`src/rtl/tnn_group_scheduler.sv`:
```
// rtl/tnn_group_scheduler.sv - time-multiplexes a shared 4-input TNN core over N_GROUPS feature windows
//
// Purpose: accepts one sample per in_valid/in_ready handshake, presents one
// 4-feature window (one byte) per cycle to an external combinational core,
// collects the 1-bit results and reports them with a popcount and a majority
// vote on an out_valid/out_ready port.
//
// Ports:
//   clk, rst                 clock, synchronous active-high reset
//   in_valid/in_ready        sample handshake; in_data holds N_GROUPS bytes
//   core_a..core_d, core_out operands to / result from the shared core
//   out_valid/out_ready      result handshake
//   out_bits, out_count      per-group results and their popcount
//   out_vote                 1 iff 2*out_count > N_GROUPS
//   busy                     state is not IDLE
module tnn_group_scheduler #(
    parameter int N_GROUPS = 4,
    localparam int CW = $clog2(N_GROUPS + 1)
) (
    input  logic                  clk,
    input  logic                  rst,
    input  logic                  in_valid,
    output logic                  in_ready,
    input  logic [8*N_GROUPS-1:0] in_data,
    output logic [1:0]            core_a,
    output logic [1:0]            core_b,
    output logic [1:0]            core_c,
    output logic [1:0]            core_d,
    input  logic                  core_out,
    output logic                  out_valid,
    input  logic                  out_ready,
    output logic [N_GROUPS-1:0]   out_bits,
    output logic [CW-1:0]         out_count,
    output logic                  out_vote,
    output logic                  busy
);

    localparam int GW = (N_GROUPS > 1) ? $clog2(N_GROUPS) : 1;
    localparam logic [GW-1:0] G_LAST = GW'(N_GROUPS - 1);
    // Majority threshold compared against 2*count, one extra bit of headroom.
    localparam logic [CW+1:0] N_CMP = (CW + 2)'(N_GROUPS);

    typedef enum logic [1:0] {
        S_IDLE = 2'd0,
        S_RUN  = 2'd1,
        S_DONE = 2'd2
    } state_t;

    state_t                  state_q, state_d;
    logic [GW-1:0]           g_q, g_d;
    logic [8*N_GROUPS-1:0]   sample_q, sample_d;
    logic [N_GROUPS-1:0]     bits_q, bits_d;
    logic [CW-1:0]           count_q, count_d;
    logic [7:0]              cur_byte;

    // Byte g of the latched sample; only meaningful while in RUN.
    assign cur_byte = 8'(sample_q >> {g_q, 3'b000});

    always_comb begin
        state_d  = state_q;
        g_d      = g_q;
        sample_d = sample_q;
        bits_d   = bits_q;
        count_d  = count_q;
        in_ready = 1'b0;
        out_valid = 1'b0;
        core_a   = 2'd0;
        core_b   = 2'd0;
        core_c   = 2'd0;
        core_d   = 2'd0;

        case (state_q)
            S_IDLE: begin
                in_ready = 1'b1;
                if (in_valid) begin
                    sample_d = in_data;
                    bits_d   = '0;
                    count_d  = '0;
                    g_d      = '0;
                    state_d  = S_RUN;
                end
            end
            S_RUN: begin
                core_a = cur_byte[1:0];
                core_b = cur_byte[3:2];
                core_c = cur_byte[5:4];
                core_d = cur_byte[7:6];
                bits_d[g_q] = core_out;
                count_d     = count_q + CW'(core_out);
                if (g_q == G_LAST) begin
                    state_d = S_DONE;
                end else begin
                    g_d = g_q + GW'(1);
                end
            end
            S_DONE: begin
                out_valid = 1'b1;
                if (out_ready) begin
                    state_d = S_IDLE;
                end
            end
            default: begin
                state_d = S_IDLE;
            end
        endcase
    end

    always_ff @(posedge clk) begin
        if (rst) begin
            state_q  <= S_IDLE;
            g_q      <= '0;
            sample_q <= '0;
            bits_q   <= '0;
            count_q  <= '0;
        end else begin
            state_q  <= state_d;
            g_q      <= g_d;
            sample_q <= sample_d;
            bits_q   <= bits_d;
            count_q  <= count_d;
        end
    end

    assign busy      = (state_q != S_IDLE);
    assign out_bits  = bits_q;
    assign out_count = count_q;
    assign out_vote  = ({1'b0, count_q, 1'b0} > N_CMP);

endmodule

```
`config.mk`:
```
export PLATFORM = sky130hd
export DESIGN_NAME = tnn_group_scheduler
export DESIGN_NICKNAME = d
export VERILOG_FILES = /design/src/rtl/tnn_group_scheduler.sv
export SDC_FILE = /design/constraint.sdc
export NUM_CORES = 1
export LEC_CHECK = 0
export BUFFER_PORTS_ARGS = -buffer_cell sky130_fd_sc_hd__buf_2
export CAP_MARGIN = 0
export CORE_ASPECT_RATIO = 1.25
export CORE_MARGIN = 2
export CORE_UTILIZATION = 48
export CTS_BUF_LIST = sky130_fd_sc_hd__clkbuf_16
export DETAILED_ROUTE_END_ITERATION = 7
export PLACE_DENSITY_LB_ADDON = 0.12
export REMOVE_ABC_BUFFERS = 1
export SLEW_MARGIN = 15
export SYNTH_ARGS = -nofsm -noshare
export SYNTH_HDL_FRONTEND = slang
export SYNTH_SLANG_ARGS = --single-unit
```
`constraint.sdc`:
```
create_clock -name clk -period 2.6 [get_ports clk]
set_input_delay 0.39 -clock clk [delete_from_list [all_inputs] [get_ports clk]]
set_output_delay 0.39 -clock clk [all_outputs]
set_load 0.1 [all_outputs]
```
After elaboration in Yosys (flattened, before gate mapping)
Index checks and enable logic that the tools add are counted.
{"block": "classes", "addsub": 2, "multipliers": 0, "div": 0, "n_lt_le_gt_ge": 3, "n_eq_ne": 7, "shifts": 1, "mux": 20, "bitwise": 0, "reduce_logical": 8}
{"op": "$shr 32x5->8", "n": 1}
{"op": "$mux 2", "n": 9}
{"op": "$ne 2x2->1 const B", "n": 4}
{"op": "$pmux 4 s2", "n": 1}
{"op": "$pmux 2 s3", "n": 1}
{"op": "$pmux 3 s2", "n": 1}
{"op": "$reduce_and 3->1", "n": 2}
{"op": "$bwmux 4", "n": 1}
{"op": "$eq 2x2->1 const B", "n": 2}
{"op": "$gt 4x3->1 const B", "n": 1}
{"op": "$mux 4", "n": 1}
{"op": "$pmux 2 s2", "n": 1}
{"op": "$reduce_and 2->1", "n": 2}
{"op": "$reduce_bool 2->1", "n": 2}
{"op": "$add 3x1->3", "n": 1}
{"op": "$lt 2x3->1 const B", "n": 1}
{"op": "$mux 1", "n": 3}
{"op": "$mux 3", "n": 1}
{"op": "$add 2x1->2 const B", "n": 1}
{"op": "$demux 1 s2", "n": 1}
{"op": "$eq 2x1->1 const B", "n": 1}
{"op": "$ge 2x1->1 const B", "n": 1}
{"op": "$logic_not 2->1", "n": 1}
{"op": "$logic_and 1x1->1", "n": 1}
{"block": "word_totals", "register_bits": 43, "latch_bits": 0, "mem_bits_rw": 0, "romBits": 0, "in_bits": 37, "out_inout_bits": 19, "elab_cells": 46, "n_memories": 0}

Logic depth before layout (Yosys ltp)
{"block": "depth", "word_depth": 6, "ltp_mapped": 6, "ltp_nobuf": 5}

Worst setup path after synthesis
No wires, ideal clock.
{"block": "synth_path", "path_kind": "register to output", "startpoint": "register count_q[1], in the netlist out_count[1]", "endpoint": "output out_vote", "arrival_ns": 1.756, "required_ns": 2.210, "setup_slack_ns": 0.454, "stages_incl_launch_ff": 2, "n_path_buf": 0, "path_cell_list": "dfxtp_1 a21o_1"}
{"block": "synth_between", "elab_chain_len": 1}
{"item": "from (decl)", "line_no": "53", "text": "logic [CW-1:0] count_q, count_d;"}
{"item": "from (signal assigned)", "line_no": "120", "text": "count_q <= count_d;"}
{"item": "$gt 4x3->1", "line_no": "127", "text": "assign out_vote = ({1'b0, count_q, 1'b0} > N_CMP);"}
{"item": "to (decl)", "line_no": "34", "text": "output logic out_vote,"}
No other way between the ends.

Final worst setup path
{"block": "layout_path", "startpoint": "register g_q[0]", "endpoint": "output core_b[0]"}
{"block": "layout_between", "elab_chain_len": 2}
{"item": "from (decl)", "line_no": "50", "text": "logic [GW-1:0] g_q, g_d;"}
{"item": "from (signal assigned)", "line_no": "117", "text": "g_q <= g_d;"}
{"item": "$shr 32x5->8", "line_no": "57", "text": "assign cur_byte = 8'(sample_q >> {g_q, 3'b000});"}
{"item": "$mux 2", "line_no": "72", "text": "case (state_q)"}
{"item": "to (decl)", "line_no": "26", "text": "output logic [1:0] core_b,"}
No other way between the ends.

==> impl_metrics.ini <==
[detailed_routing]
drt_iter0_drc = 81
drt_wl_total_um = 4140
post_drt_wl_per_cell_um = 12.5
drc = 0
drtAntennaViolNets = 0
vias_per_cell = 4.96
route.vias.total = 1648
first_pass_iters = 4

[synthesis]
ys_seq_elements = 43
syn_inst = 224
synth-seq-area-share_pct = 43.2
ys.flop_type = dfxtp_1
syn_area_um2 = 1990
avgSynthCellArea_um2 = 8.90
synthArstFlopShare_pct = 0
ys_types = 27
synth_edf_count = 0
yosysWarnings = 0

[layout]
fill_cells = 416
multi_input_area_um2 = 973
area_growth_pct = 21.2
design_area_um2 = 2410
nets = 318
drive_above_1_share_pct = 30.4
antenna_cells = 0
ff_latch_area_um2 = 861
fin_util_pct = 59.9

[global_route]
grt_pass1_vias = 1514
antenna_found_initial = 0
grt_pass1_wl_um = 6870
grt_max_degree = 44
grtUsageTotal_pct = 19.4
grt_overflow = 0

[clock_tree]
clkTransAtPathRegs_ps = 60
clockBufferDepth = 2
cts-root-buf = clkbuf_16
cts.sinks = 43
cts_inserted_buffers = 5
cts-resized-gates = 0
cts_tree = yes
clkLatencyLatePin_ps = 280
cts_hold_buf = 0
cts_max_level = 2
cts_setup_buffers = 0

[timing]
timing.fmax_ghz = 0.435
setup_violations = 0
rsz0062_at_grt = no
min_period_ps = 2300
finalHoldViolations = 0
maxSlewHeadroom_pct = 47.5
fin_tns_setup_ps = 0
final.setup_skew_ps = 2.09
finalMaxSlewViolations = 0
worst_pin_slew_ps = 788
timing.final.crit_share_pct = 88.5

[setup_path]
worstSetupStartpointType = flip-flop
critPathSlowestCell = dfxtp_1
crit_type = reg2out
crit_required_ps = 2210
max_stage_delay_ps = 620
end_kind = output pin
crit_chain = mux4_2 -> and2_1 -> buf_2
cp_max_fo = 9
cp_data_arrival_time_ps = 1910

[die]
num_rows = 26
start_util_pct = 49.4
die_area_um2 = 4690
core_um2 = 4030
dieHeight_um = 76.0
die_width_um = 61.6
ioPinCount = 56

[flow_run]
drv_cap = 0

[min_path]
min_path_type = in2reg

[power]
design_power_total_mw = 1.67
leakage_nw = 1.05
ir_drop_mv = 0.411
powerDensity_nw_per_um2 = 690

[placement]
place_congestion = 0.761
place_hpwl_um = 2700
port_buffers = 55
dpl_cell_area_um2 = 2250

[run_status]
status = finished clean
## cells by family (layout without fill, tap and decap cells)
group,after synthesis,after routing,share of synthesized area [%]
and+or+nand+nor,94,94,21.3
buffers and inverters,24,76,8.29
DFF,43,43,43.2
AOI/OAI and AO/OA,48,48,14.0
adders and majority gates,6,6,3.77
muxes,8,8,9.04
xor gates and xnor gates,1,1,0.440
## flip-flops by register name, summed over array words and instances, names as in the netlist
register	cells
g_q	2
out_bits	4
out_count	3
state_q	2
sample_q	32
## cells in the final DEF (no fill, tap or decap), types with 2 or more instances in the layout
cell type and instances:
ha_1 6, nand3_1 9, buf_2 55, nand2_1 67, a21oi_1 41, and2_1 8
and2b_1 2, nand3b_1 2, dfxtp_1 43, inv_1 7, o211ai_2 4, mux4_2 8
clkbuf_16 5, buf_4 6
## per-stage QoR
step | std cells | setup slack [ps] | hold WS (ps)
detailed placement | 324 | 583 | 447
global route | 332 | 182 | 333
CTS | 332 | 270 | 336
floorplan | 207 | 454 | 427
finish | 332 | 300 | 340
global placement | 324 | 576 | 439
## metal layers
metal / track usage (%) / share of wire, % / vias up / routed length (um)
met2: 29.8 / 50 / 33 / 2070
met3: 5.43 / 3.9 / 7 / 162
met4: 7.66 / 1.4 / 0 / 59
met1: 25.3 / 45 / 760 / 1850
met5: 0 / 0 / - / 0
li1: - / - / 848 / -
## cell type report
class                           instances  area share [%]
Multi-Input combinational cell        157            40.3
Sequential cell                        43            35.6
Timing Repair Buffer                   61            13.3
Clock buffer                            5            5.18
Tap cell                               56            2.90
Clock inverter                          3            1.61
Inverter                                7            1.09
## worst paths after layout
kind	slack (ps)	end	depth (start not counted)	start
setup reg to reg	1130	sample_q[16]$_SDFFE_PP0P_	4	state_q[0]$_SDFFE_PP0P_
hold / removal	340	sample_q[27]$_SDFFE_PP0P_	3	in_data[27]
hold reg to reg	450	sample_q[24]$_SDFFE_PP0P_	2	sample_q[24]$_SDFFE_PP0P_
setup / recovery	300	core_b[0]	3	g_q[0]$_SDFFE_PP0P_
## power by group
part           internal (mW)  switching, mW
sequential             0.696         0.0242
combinational         0.0857          0.167
clock                  0.448          0.247
total                   1.23          0.438
## worst max-delay path: cells and delay by family, from the launching register on
| family | cells | cell delay, ps |
|---|---|---|
| buffers and inverters | 1 | 280 |
| AND/OR/NAND/NOR | 1 | 160 |
| flip-flops | 1 | 620 |
| multiplexers | 1 | 560 |
## cell usage after synthesis, types with 2 or more instances
cell type / count / share of area, %
nand3_1: 9 / 2.3
clkbuf_8: 2 / 1.4
inv_1: 7 / 1.3
dfxtp_1: 43 / 43
mux4_2: 8 / 9.0
buf_6: 5 / 2.8
buf_2: 2 / 0.50
nand2_1: 67 / 13
nand3b_1: 2 / 0.75
and2_1: 8 / 2.5
ha_1: 6 / 3.8
o211ai_2: 4 / 2.5
and2b_1: 2 / 0.75
a21oi_1: 41 / 10
clkbuf_1: 6 / 1.1
Note: power is estimated with default switching activity, not from simulation.
